===== config.mk =====
export PLATFORM = sky130hd
export DESIGN_NAME = serial_add_seq
export DESIGN_NICKNAME = d
export VERILOG_FILES = /design/src/rtl/serial_add_seq.sv
export SDC_FILE = /design/constraint.sdc
export NUM_CORES = 1
export LEC_CHECK = 0
export BUFFER_PORTS_ARGS = -buffer_cell sky130_fd_sc_hd__buf_2
export CAP_MARGIN = 10
export CORE_MARGIN = 10
export CORE_UTILIZATION = 49
export CTS_CLUSTER_SIZE = 28
export DETAILED_ROUTE_END_ITERATION = 6
export PLACE_DENSITY_LB_ADDON = 0.12
export SKIP_LAST_GASP = 1
export SYNTH_ARGS = -nofsm -noshare
export SYNTH_HDL_FRONTEND = slang
export SYNTH_SLANG_ARGS = --single-unit

===== constraint.sdc =====
create_clock -name clk -period 1.42 [get_ports clk]
set_clock_uncertainty 0.05 [all_clocks]
set_input_delay 0.426 -clock clk [delete_from_list [all_inputs] [get_ports clk]]
set_output_delay 0.426 -clock clk [all_outputs]
set_load 0.01 [all_outputs]

===== src/rtl/serial_add_seq.sv =====
// Bit-serial adder: one full-adder slice, LSB first, WIDTH+1 cycles per result.
// Optional signed-overflow output enabled by defining SERIAL_ADD_OVF_EN.
module serial_add_seq #(
    parameter int WIDTH = 8
) (
    input  logic             clk,
    input  logic             rst_n,
    input  logic             start,
    input  logic [WIDTH-1:0] a,
    input  logic [WIDTH-1:0] b,
    input  logic             cin,
    output logic             ready,
    output logic             busy,
    output logic             done,
    output logic [WIDTH-1:0] sum,
`ifdef SERIAL_ADD_OVF_EN
    output logic             ovf,
`endif
    output logic             cout
);

    localparam int CNT_W = $clog2(WIDTH);

    typedef enum logic [1:0] {
        S_IDLE,
        S_RUN,
        S_DONE
    } state_t;

    state_t             state_q;
    logic [WIDTH-1:0]   ra_q;
    logic [WIDTH-1:0]   rb_q;
    // The lowest partial-sum bit is shifted out on the final cycle, so it is never stored.
    logic [WIDTH-1:1]   ps_q;
    logic               c_q;
    logic [CNT_W-1:0]   cnt_q;
    logic               ready_q;
    logic               busy_q;
    logic               done_q;
    logic [WIDTH-1:0]   sum_q;
    logic               cout_q;
    logic               ovf_q;

    logic               bit_s;
    logic               bit_co;
    logic               last_bit;
    logic [WIDTH-1:0]   ps_d;
    logic [WIDTH-1:0]   ra_d;
    logic [WIDTH-1:0]   rb_d;

    assign bit_s    = ra_q[0] ^ rb_q[0] ^ c_q;
    assign bit_co   = (ra_q[0] & rb_q[0]) | (ra_q[0] & c_q) | (rb_q[0] & c_q);
    assign last_bit = (cnt_q == CNT_W'(WIDTH - 1));
    assign ps_d     = {bit_s, ps_q};
    assign ra_d     = {1'b0, ra_q[WIDTH-1:1]};
    assign rb_d     = {1'b0, rb_q[WIDTH-1:1]};

    // NOTE: every register here uses <= so all of them sample pre-edge values;
    // the async reset clears the complete datapath, not just the FSM.
    always_ff @(posedge clk or negedge rst_n) begin
        if (!rst_n) begin
            state_q <= S_IDLE;
            ra_q    <= '0;
            rb_q    <= '0;
            ps_q    <= '0;
            c_q     <= 1'b0;
            cnt_q   <= '0;
            ready_q <= 1'b1;
            busy_q  <= 1'b0;
            done_q  <= 1'b0;
            sum_q   <= '0;
            cout_q  <= 1'b0;
            ovf_q   <= 1'b0;
        end else begin
            case (state_q)
                S_IDLE, S_DONE: begin
                    done_q <= 1'b0;
                    if (start) begin
                        ra_q    <= a;
                        rb_q    <= b;
                        c_q     <= cin;
                        ps_q    <= '0;
                        cnt_q   <= '0;
                        ready_q <= 1'b0;
                        busy_q  <= 1'b1;
                        state_q <= S_RUN;
                    end else begin
                        ready_q <= 1'b1;
                        busy_q  <= 1'b0;
                        state_q <= S_IDLE;
                    end
                end
                S_RUN: begin
                    ra_q  <= ra_d;
                    rb_q  <= rb_d;
                    ps_q  <= ps_d[WIDTH-1:1];
                    c_q   <= bit_co;
                    cnt_q <= cnt_q + CNT_W'(1);
                    if (last_bit) begin
                        sum_q   <= ps_d;
                        cout_q  <= bit_co;
                        // Carry into the MSB differs from carry out of it on signed overflow.
                        ovf_q   <= c_q ^ bit_co;
                        done_q  <= 1'b1;
                        ready_q <= 1'b1;
                        busy_q  <= 1'b0;
                        state_q <= S_DONE;
                    end
                end
                default: begin
                    ready_q <= 1'b1;
                    busy_q  <= 1'b0;
                    done_q  <= 1'b0;
                    state_q <= S_IDLE;
                end
            endcase
        end
    end

    assign ready = ready_q;
    assign busy  = busy_q;
    assign done  = done_q;
    assign sum   = sum_q;
    assign cout  = cout_q;

`ifdef SERIAL_ADD_OVF_EN
    assign ovf = ovf_q;
`else
    logic unused_ovf;
    assign unused_ovf = ovf_q;
`endif

endmodule


### Word-level counts from Yosys, hierarchy flattened

Index checks and enable logic that the tools add are counted.

* bits in registers: 41
* bits in latches: 0
* memory bits (writable): 0
* memory bits (read-only): 0
* input bits: 20
* output and inout bits: 12
* word-level logic and storage cells: 49
* memories kept: 0

* add/subtract/negate cells: 1
* multiply operators: 0
* div/mod/pow operators: 0
* order comparisons: 0
* equality and inequality tests: 5
* shift operators: 0
* mux-type cells: 20
* bitwise gates (word level): 7
* reductions and logical operators: 5

Operator list (number)
* one-hot mux 8 bit (2 select lines): 2
* 2-to-1 mux 8 bit: 2
* one-hot mux 7 bit (2 select lines): 1
* 2-to-1 mux 1 bit: 7
* 2-to-1 mux 7 bit: 1
* one-hot mux 1 bit (2 select lines): 3
* one-hot mux 3 bit (2 select lines): 1
* inequality test 2 bit (second input constant): 2
* one-hot mux 2 bit (2 select lines): 1
* AND reduction 2 bit: 2
* adder 3 x 1 -> 3 bit (second input constant): 1
* bitwise AND 1 bit: 3
* equality test 3 bit (second input constant): 1
* 2-to-1 mux 3 bit: 1
* equality test 2 x 1 -> 1 bit (second input constant): 1
* equality test 2 bit (second input constant): 1
* zero test 2 bit: 1
* 2-to-1 mux 2 bit: 1
* bitwise OR 1 bit: 2
* nonzero test 2 bit: 1
* OR reduction 2 bit: 1
* XOR 1 bit: 2

### Longest topological paths before layout

* word-level depth: 4
* mapped depth: 5
* depth with buffers taken out: 4

### Worst setup path after synthesis

No wires, ideal clock.

* kind: reg2reg
* from: register ra_q[0]
* to: register ps_q[7] (netlist bit)
* arrival time: 1.340 ns
* setup slack: -0.091 ns
* stages on the path, launching flop included: 4
* path buffers: 0
* clock period less this slack: 1.511 ns
* path through: dfrtp_1 -> fa_1 -> mux2_2 -> a22o_1

* cells in the longest elaborated chain, start to end: 3

RTL lines
* start: declaration: line 31 `logic [WIDTH-1:0] ra_q;`
* start signal: assignment: line 94 `ra_q <= ra_d;`
* XOR 1 bit (2 in series): line 51 `assign bit_s = ra_q[0] ^ rb_q[0] ^ c_q;`
* net bit_s: line 44 `logic bit_s;`
* one-hot mux 7 bit (2 select lines): line 75 `case (state_q)`
* end signal: assignment: line 96 `ps_q <= ps_d[WIDTH-1:1];`
* end: declaration: line 34 `logic [WIDTH-1:1] ps_q;`

The timed path passes the listed nets, and every way through them passes these cells.
A chain may end at the register's enable or synchronous reset.

### Final worst setup path

* from: register rb_q[0]
* to: register ps_q[7] (netlist bit)

* cells in the longest elaborated chain, start to end: 3

RTL lines
* start: declaration: line 32 `logic [WIDTH-1:0] rb_q;`
* start signal: assignment: line 95 `rb_q <= rb_d;`
* XOR 1 bit (2 in series): line 51
* net bit_s: line 44
* one-hot mux 7 bit (2 select lines): line 75

The timed path passes the listed nets, and every way through them passes these cells.

==> flow_summary.json <==
{
  "post-route-util_pct": 63.0,
  "via_per_inst": 5.34,
  "dieHeight_um": 81.5,
  "seq_area_um2": 1000,
  "die-width_um": 81.5,
  "grt_util_all_layers_pct": 12.1,
  "antenna_found_initial": 0,
  "final_hold_viol_count": 0,
  "drt_iter0_drc": 46,
  "grt.overflow.total": 0,
  "r2r_start": "rb_q[0]",
  "r2r_slack_ns": -0.10,
  "r2r.worst_path.cells": 3,
  "synth.most_common_cell": "dfrtp_1",
  "dp_hpwl_mm": 2.77,
  "insertion_delay_ns": 0.29,
  "hp-class": "input port to asynchronous set/reset pin",
  "tightest_slew_ns": 0.459,
  "core_area_um2": 3660,
  "synth_top_area_cell": "dfrtp_1",
  "syn_nets": 172,
  "clockBufferDepth": 2,
  "fin_crit_sh_pct": 107,
  "synth.top_cells.by_area": "dfrtp_1 53%, mux2_4 7.3%, a22o_1 5.2%",
  "p_per_area_nw_per_um2": 2150,
  "grt_max_degree": 19,
  "die_area_um2": 6630,
  "synth.avg_cell_area_um2": 12.4,
  "multi_input_area_um2": 810,
  "setup_viol": 1,
  "synthArstFlopShare_pct": 100,
  "ios": 32,
  "clk_pin_slew_ns": 0.07,
  "cts_made_buffers": 5,
  "finalPower_mw": 4.96,
  "violations": "setup timing",
  "yosys-top-cells-count": "39 x dfrtp_1, 11 x a22o_1, 11 x nor2_1",
  "drive_gt1_share_pct": 40.9,
  "grt_pass1_vias": 1336,
  "cp_max_fo": 2,
  "start_kind": "register",
  "end_kind": "register",
  "gp_congestion": 0.717,
  "timing.fmax_mhz": 656,
  "cts_tree": "yes",
  "arrival_ns": 1.65,
  "first_pass_iters": 4,
  "synth_seq_cells": 40,
  "slew_violations": 0,
  "r2r-end": "ps_q[7]",
  "nets": 220,
  "vias": 1313,
  "synth_cells": 149,
  "synthesis.area_um2": 1850,
  "antenna_left": 0,
  "initial_core_util_pct": 50.5,
  "grt_pass1_wl_mm": 6.24,
  "area_delta_synth_final_pct": 24.5,
  "period_needed_ns": 1.52,
  "antennaDiodeCount": 0,
  "synthDistinctLibCells": 27,
  "rsz0062_at_grt": "true",
  "htreeDepth": 2,
  "max_slew_margin_pct": 69.4,
  "status": "finished, violations left",
  "max_cap_viol_count": 0,
  "fillers": 304,
  "wire_per_inst_um": 15.2,
  "peakVddDrop_mv": 0.946,
  "rows": 22,
  "drc_errors": 0,
  "routed_wl_mm": 3.74,
  "critPathKind": "register to register",
  "numPortBuffers": 31,
  "synth_edf_count": 0,
  "synth_top_flop_cell": "dfrtp_1",
  "crit_required_ns": 1.55,
  "synth_top_area_share_pct": 52.7,
  "leakage_nw": 1.09,
  "yosys_warnings": 0,
  "layout_setup_ws_ns": -0.103,
  "ys_seq_area_share_pct": 54.2,
  "cts.sinks": 40,
  "clock-root-buffer": "clkbuf_8"
}
area by class of cell:
type / count / share of cell area (%)
Clock buffer: 8 / 3.91
Inverter: 2 / 0.326
Multi-Input combinational cell: 97 / 35.1
Sequential cell: 40 / 43.5
Tap cell: 48 / 2.61
Timing Repair Buffer: 51 / 14.5
stage by stage:
step / worst slack [ns] / cells / hold WS [ns] / setup TNS, ns / cell area (µm²)
floorplan: -0.0809 / 149 / 0.0804 / -0.0809 / 1860
global placement: -0.0862 / 237 / 0.332 / -0.0977 / 2160
detailed placement: -0.108 / 237 / 0.341 / -0.357 / 2160
CTS: -0.107 / 245 / 0.0232 / -0.208 / 2270
global route: -0.121 / 246 / 0.0426 / -0.321 / 2300
finish: -0.103 / 246 / 0.0188 / -0.103 / 2300
kinds of logic (layout without fill, tap and decap cells):
logic type,Yosys count,in the layout,synth area share [%]
buffers and inverters,12,61,3.79
and+or+nand+nor,34,34,9.94
DFF,40,40,54.2
AOI/OAI and AO/OA,35,35,13.3
adders and majority gates,3,3,2.43
muxes,24,24,16.0
xor gates and xnor gates,1,1,0.473
report_power, final:
group	internal, mW	switching [mW]
combinational	1.24	0.945
clock	0.396	0.358
sequential	1.67	0.353
repair_timing:
item,in CTS,in global routing
setup endpoints to repair,13,6
pin swaps,2,3
buffers inserted,0,1
resized for setup,4,4
hold buffers,0,0
layer usage:
layer	part of all wire, %	GRT usage, %	up-vias
li1	-	-	635
met4	2.0	6.23	0
met1	43	14.3	643
met5	0	0	-
met2	49	19.1	29
met3	5.9	4.04	6
worst max path at each step:
stage / slack [ns] / end / start
floorplan: -0.08 / ps_q[7] / c_q
global placement: -0.09 / ps_q[7] / c_q
detailed placement: -0.11 / ps_q[7] / c_q
CTS: -0.11 / ps_q[7] / ra_q[0]
global route: -0.12 / ps_q[7] / rb_q[0]
finish: -0.10 / ps_q[7] / rb_q[0]
worst max-delay path, cell delays in order (launching register included):
cell     delay [ns]
dfrtp_1        0.40
fa_1           0.49
mux2_4         0.28
a22o_1         0.20
state kept, by name, indices dropped and copies added, names as in the netlist, 3 cells and up:
name	flops
rb_q	8
ps_q	7
sum	8
ra_q	8
cnt_q	3
cells in the final DEF, fill, tap and decap left out, drive strengths merged, types with 2 or more instances in the layout:
cell	Yosys	layout
nor2	12	12
a22o	11	11
nor2b	8	8
o22ai	9	9
dfrtp	39	39
buf	8	51
clkbuf	2	8
a21oi	6	6
nand2b	2	2
nor3	10	10
inv	2	2
ha	2	2
mux2	17	17
o21ai	2	2
mux2i	7	7
a211oi	6	6
Note: power is estimated with default switching activity, not from simulation.
